File: src/rtl/neuron_update_scheduler.sv
// Shares one LIF update datapath across all neurons per timestep.
// Issues idx 0..N-1 on tick and commits the spike vector at step end.
//
// Ports:
//   clk, rst       : clock, async active-high reset
//   en, tick       : step enable, timestep start pulse
//   upd_valid/idx  : update request to the datapath
//   upd_ready      : datapath accepts request
//   upd_done/spike : datapath finished, spike result
//   spike_vec      : committed spikes of last completed step
//   step_done      : pulse while committing
//   busy           : high outside IDLE
//   step_cnt       : completed steps, wraps at 256
//   overrun        : sticky, tick seen while busy
//   clr_err        : clears overrun (an overrunning tick wins)
module neuron_update_scheduler #(
   parameter int NUM_NEURONS = 8,
   parameter int IDX_W       = 3
) (
   input  logic                   clk,
   input  logic                   rst,
   input  logic                   en,
   input  logic                   tick,
   output logic                   upd_valid,
   output logic [IDX_W-1:0]       upd_idx,
   input  logic                   upd_ready,
   input  logic                   upd_done,
   input  logic                   upd_spike,
   output logic [NUM_NEURONS-1:0] spike_vec,
   output logic                   step_done,
   output logic                   busy,
   output logic [7:0]             step_cnt,
   output logic                   overrun,
   input  logic                   clr_err
);

   localparam logic [1:0] S_IDLE   = 2'd0;
   localparam logic [1:0] S_ISSUE  = 2'd1;
   localparam logic [1:0] S_WAIT   = 2'd2;
   localparam logic [1:0] S_COMMIT = 2'd3;

   localparam logic [IDX_W-1:0] LAST_IDX = IDX_W'(NUM_NEURONS - 1);

   logic [1:0]             state;
   logic [IDX_W-1:0]       idx;
   logic [NUM_NEURONS-1:0] shadow;
   logic [NUM_NEURONS-1:0] merged;

   // Shadow with the current result folded in, so the last
   // neuron's bit lands in spike_vec on the same edge.
   always_comb begin
      merged      = shadow;
      merged[idx] = upd_spike;
   end

   // idx only moves on entry to ISSUE, so it already holds
   // its last value everywhere else.
   assign upd_idx   = idx;
   assign upd_valid = (state == S_ISSUE);
   assign busy      = (state != S_IDLE);
   assign step_done = (state == S_COMMIT);

   always_ff @(posedge clk or posedge rst) begin
      if (rst) begin
         state     <= S_IDLE;
         idx       <= '0;
         shadow    <= '0;
         spike_vec <= '0;
         step_cnt  <= '0;
         overrun   <= 1'b0;
      end else begin
         unique case (state)
            S_IDLE: begin
               if (tick && en) begin
                  idx    <= '0;
                  shadow <= '0;
                  state  <= S_ISSUE;
               end
            end
            S_ISSUE: begin
               if (upd_ready)
                  state <= S_WAIT;
            end
            S_WAIT: begin
               if (upd_done) begin
                  shadow <= merged;
                  if (idx == LAST_IDX) begin
                     spike_vec <= merged;
                     state     <= S_COMMIT;
                  end else begin
                     idx   <= idx + 1'b1;
                     state <= S_ISSUE;
                  end
               end
            end
            S_COMMIT: begin
               step_cnt <= step_cnt + 8'd1;
               state    <= S_IDLE;
            end
            default: state <= S_IDLE;
         endcase

         // A tick in any non-IDLE state is dropped and flagged.
         if (tick && (state != S_IDLE))
            overrun <= 1'b1;
         else if (clr_err)
            overrun <= 1'b0;
      end
   end

endmodule

File: config.mk
export PLATFORM = sky130hd
export DESIGN_NAME = neuron_update_scheduler
export DESIGN_NICKNAME = d
export VERILOG_FILES = /design/src/rtl/neuron_update_scheduler.sv
export SDC_FILE = /design/constraint.sdc
export NUM_CORES = 1
export LEC_CHECK = 0
export ABC_AREA = 0
export CORE_MARGIN = 2
export CORE_UTILIZATION = 40
export CTS_BUF_LIST = sky130_fd_sc_hd__clkbuf_8
export CTS_CLUSTER_DIAMETER = 100
export DETAILED_ROUTE_END_ITERATION = 16
export PLACE_DENSITY = 0.65
export SYNTH_ARGS = -nofsm -noshare
export SYNTH_HDL_FRONTEND = slang
export SYNTH_SLANG_ARGS = --single-unit
File: constraint.sdc
create_clock -name clk -period 1.7 [get_ports clk]
set_input_delay 0.34 -clock clk [delete_from_list [all_inputs] [get_ports clk]]
set_output_delay 0.34 -clock clk [all_outputs]
set_load 0.01 [all_outputs]
# Yosys cells after proc, flatten, opt, wreduce, memory -nomap -nowiden
# Index checks and enable logic that the tools add are counted.
# classes
n_addsub	2
magnitude_cmp	2
eq_ne	8
mux	17
reduce_logical	11
# ops
cell	count
$mux W8	2
$pmux W8 S2	1
$mux W3	3
$reduce_and A3 Y1	3
$add A8 B1 Y8 const B	1
$bwmux W8	1
$mux W2	4
$pmux W2 S4	1
$ne A2 B2 Y1 const B	3
$pmux W3 S2	1
$reduce_bool A2 Y1	3
$eq A2 B2 Y1 const B	2
$lt A3 B4 Y1 const B	1
$reduce_and A4 Y1	1
$add A3 B1 Y3 const B	1
$demux W1 S3	1
$eq A3 B3 Y1 const B	1
$ge A3 B1 Y1 const B	1
$logic_and A1 B1 Y1	3
$mux W1	3
$eq A2 B1 Y1 const B	1
$logic_not A2 Y1	1
$ne A2 B1 Y1 const B	1
# word_totals
ff_bits	30
output_inout_bits	23
elab_cells	46

# Longest topological paths before layout
# logic_depth
ltp_word	7
ltp_mapped	6
mapped_depth_nobuf	5

# Worst setup path before layout
# No wires, ideal clock.
# synth_timing
path_type	register to register
startpoint	reg idx[0], in the netlist upd_idx[0]
endpoint	reg spike_vec[3]
setup_ps	136
arrival_ps	1458
required_time_ps	1564
setup_slack_ps	106
stages_incl_launch_ff	6
n_path_buf	1
synth_period_minus_slack_ps	1594
path_cell_list	dfrtp_1 -> ha_1 -> ha_1 -> nand4b_1 -> clkbuf_1 -> o21ai_0
# synth_between
elab_chain_len	5
word_cells_on_any_way	8
classes_between	order compare (2); eq/ne (1); mux (3); reduce/logical (2)
# synth_lines
element	line	source
start, declared	45	logic [IDX_W-1:0] idx;
start signal, assigned	91	idx <= idx + 1'b1;
$lt A3 B4 Y1 (not written as such) or $ge A3 B1 Y1 (tied branches)	53	merged[idx] = upd_spike;
$logic_and A1 B1 Y1 (not written as such)	53	
$mux W1 (not written as such)	53	
$demux W1 S3	53	
$bwmux W8	53	
end signal, assigned	88	spike_vec <= merged;
end, declared	29	output logic [NUM_NEURONS-1:0] spike_vec,
# Several ways; a longest one is shown, not always the timed one.
# A chain may end at the register's enable or synchronous reset.

# Worst setup path in the final report
# layout_timing
startpoint	reg idx[1], in the netlist upd_idx[1]
endpoint	out upd_idx[1]
# layout_rtl
element	line	source
end, declared	25	output logic [IDX_W-1:0] upd_idx,
# No word-level cell between the ends.

==> metrics.md <==
| Metric | Value |
|---|---|
| Status | `finished clean` |
| YS warnings | `0` |
| Synth Cell Area | `1450 µm²` |
| Fin crit period | `1640 ps` |
| Synth area leaders | `dfrtp_1 (52%), mux2i_1 (5.5%), a211o_1 (4.8%)` |
| Clock Sink Count | `30` |
| Residual DRC | `0` |
| Vias/cell | `roughly 5` |
| Max VDD drop | `between 0.7 and 0.8 mV` |
| Top cell type's share of synthesized area | `~52%` |
| Period utilization | `between 90 and 100%` |
| CP startpoint kind | `flop` |
| HP Class | `primary input to asynchronous set/reset pin` |
| Number of CTS-inserted buffers | `5` |
| Leading area contributor after synthesis | `dfrtp_1` |
| Slew headroom | `between 70% and 80%` |
| Met3 Use GR | `5.63%` |
| CTS tree | `built` |
| Antenna violations before repair | `0` |
| Initial core utilization | `a little over two fifths` |
| Global-route wire length before repair | `5.49 mm` |
| Top delay family on crit path | `buffers and inverters` |
| Pwr/cell area | `1220 nW/µm²` |
| Antenna fix cells | `0` |
| Slowest CP cell | `clkdlybuf4s50_1` |
| Post-Layout Cell Count | `227` |
| Chip Height | `~64 µm` |
| Crit Path Class | `flop to output port` |
| Netlist cell types | `28` |
| Power Total | `2380 µW` |
| Max Slew Vio Count | `0` |
| Die width | `about 64 µm` |
| Total GRT Usage | `approximately 18%` |
| CTS Hold Bufs | `0` |
| Largest net degree at the start of global routing | `31` |
| Clk root buf | `clkbuf_8` |
| I/O Buffers | `30` |
| Max incr delay on CP | `approximately 570 ps` |
| GR Util met2 | `between 20 and 30%` |
| Most used routing layer | `met2` |
| Worst Setup End Kind | `output port` |
| Crit path DAT | `around 1300 ps` |
| Max Root-Sink Buffers | `2` |
| DRT iter0 DRCs | `42` |
| Final setup vio count | `0` |
| Dpl hpwl | `2.13 mm` |
| IO Count | `31` |
| Sequential fraction of the synthesis area | `51.7%` |
| Placed Cells | `roughly 220` |
| Die area | `between 4000 and 5000 µm²` |
| CORE AREA | `between 3000 and 4000 µm²` |
| Final setup TNS | `0 ps` |
| WP data required | `between 1000 and 1500 ps` |
| Synth Area per Inst | `just over 10 µm²` |
| P_leak | `about 0.001 µW` |
| Rows | `21` |
| Syn_nets | `~150` |
| Share of cells above drive strength 1 | `between 10 and 15%` |
| Slew @ Worst Pin | `378 ps` |
| Remaining Overflow, GRT | `0` |
| Worst-Skew Late Latency | `270 ps` |
| Met1 GRT Util | `between 20% and 30%` |
| Final ANT Viol Nets | `0` |
| Number of global-route vias before repair | `around 1.2k` |
| Drt wl/cell | `13.3 µm` |
| Layout area overhead | `34.5%` |
| #FFs+latches synth | `30` |
| Crit path max fanout | `11` |
| Unrepaired setup endpoints after global routing | `no` |
| Max Cap Viol | `0` |
| Hold Fails Final Rpt | `0` |
| Crit path cell chain | `clkdlybuf4s50_1` |
| Vias | `around 1.2k` |
| Buffers plus inverters on the worst setup path | `1` |
| Fmax | `between 600 and 700 MHz` |
| TritonRoute pass-1 iters | `4` |
| Routability cong. | `roughly 0.75` |
| CTS H-tree lvls | `2` |
| Clock slew at reported path FFs | `60 ps` |
| Gate Count Post-Synth | `140` |
| Post-Route WL | `3.03 mm` |
| Clock skew after layout | `around 4 ps` |
| NumNets Final | `193` |
-- cell type report --
class,count,area (µm²)
fillers,320,1460
flip-flops and latches,30,754
multi-input cells,98,657
repair buffers,40,377
clock buffers,6,82.6
well taps,46,57.6
inverters,7,26.3
-- logic make-up after synthesis --
family	share of synthesized area, %
adders and majority gates	2.58
buffers and inverters	3.19
AOI/OAI and AO/OA	11.1
DFF	51.7
xor gates and xnor gates	4.22
muxes	6.29
and+or+nand+nor	20.9
-- state kept, by name (all words and copies together) (netlist names) --
register / cells
overrun: 1
shadow: 8
spike_vec: 8
state: 2
step_cnt: 8
upd_idx: 3
-- synth_stat cells --
cell type / number
ha_1: 3
or2_2: 1
and2_1: 2
nor2_1: 8
and3_1: 9
nand2b_1: 1
and4_1: 1
xnor2_1: 6
or3_1: 1
inv_1: 7
mux2_2: 1
or3b_1: 3
a21oi_1: 1
o21ai_0: 14
nand4_1: 4
clkbuf_1: 4
dfrtp_1: 30
mux2i_1: 8
nor4bb_1: 1
xor2_1: 1
buf_2: 1
nand2_1: 15
nand3_1: 1
nand3b_1: 5
nand4b_1: 2
a211o_1: 8
a21o_1: 1
a22o_1: 1
-- timing repair --
item	CTS	global route
gates resized for setup	5	3
hold endpoints to repair	0	0
pin swaps	0	0
buffers inserted	2	0
endpoints found under the setup margin	6	5
-- power by group --
| group | switching (µW) | internal, µW | total, µW |
|---|---|---|---|
| registers | 162 | 848 | 1010 |
| clock network | 229 | 311 | 540 |
| logic | 373 | 456 | 829 |
-- final timing paths --
check / depth (start not counted) / end / startpoint / slack [ps]
hold reg to reg: 2 / spike_vec[1] / spike_vec[1] / 480
max in group asynchronous: 3 / upd_idx[0] / rst / 960
setup / recovery: 1 / upd_idx[1] / upd_idx[1] / 60
setup reg to reg: 5 / shadow[1] / state[1] / 110
hold / removal: 3 / spike_vec[3] / rst / 450
min in group clk: 2 / spike_vec[1] / spike_vec[1] / 480
-- layout by cell type (no fill, tap or decap), types with 2 or more instances in the layout --
cell | Yosys | layout
clkdlybuf4s50_1 | 0 | 27
dfrtp_1 | 30 | 27
nand2_1 | 15 | 15
o21ai_0 | 14 | 14
buf_4 | 0 | 10
and3_1 | 9 | 9
mux2i_1 | 8 | 8
nor2_1 | 8 | 8
a211o_1 | 8 | 8
inv_1 | 7 | 7
xnor2_1 | 6 | 6
clkbuf_8 | 0 | 6
nand3b_1 | 5 | 5
nand4_1 | 4 | 4
or3b_1 | 3 | 3
ha_1 | 3 | 3
dfrtp_2 | 0 | 3
nand4b_1 | 2 | 2
and2_1 | 2 | 2
-- per-layer routing --
layer	vias to the layer above	wire, µm
li1	581	-
met1	553	1420
met2	24	1440
met3	10	113
met4	0	60
met5	-	0
-- through the flow --
stage / hold slack (ps) / util [%] / cell area, µm² / worst slack [ps]
final: 446 / 57.2 / 1950 / 55.1
after global routing: 493 / 57.2 / 1950 / 1.36
after CTS: 453 / 57.1 / 1950 / 19.1
after detailed placement: 469 / 54.2 / 1850 / -16.5
after global placement: 461 / 54.2 / 1850 / 19.9
after floorplan: 431 / - / 1450 / 106
No activity file was read; power rests on OpenSTA's default activity.
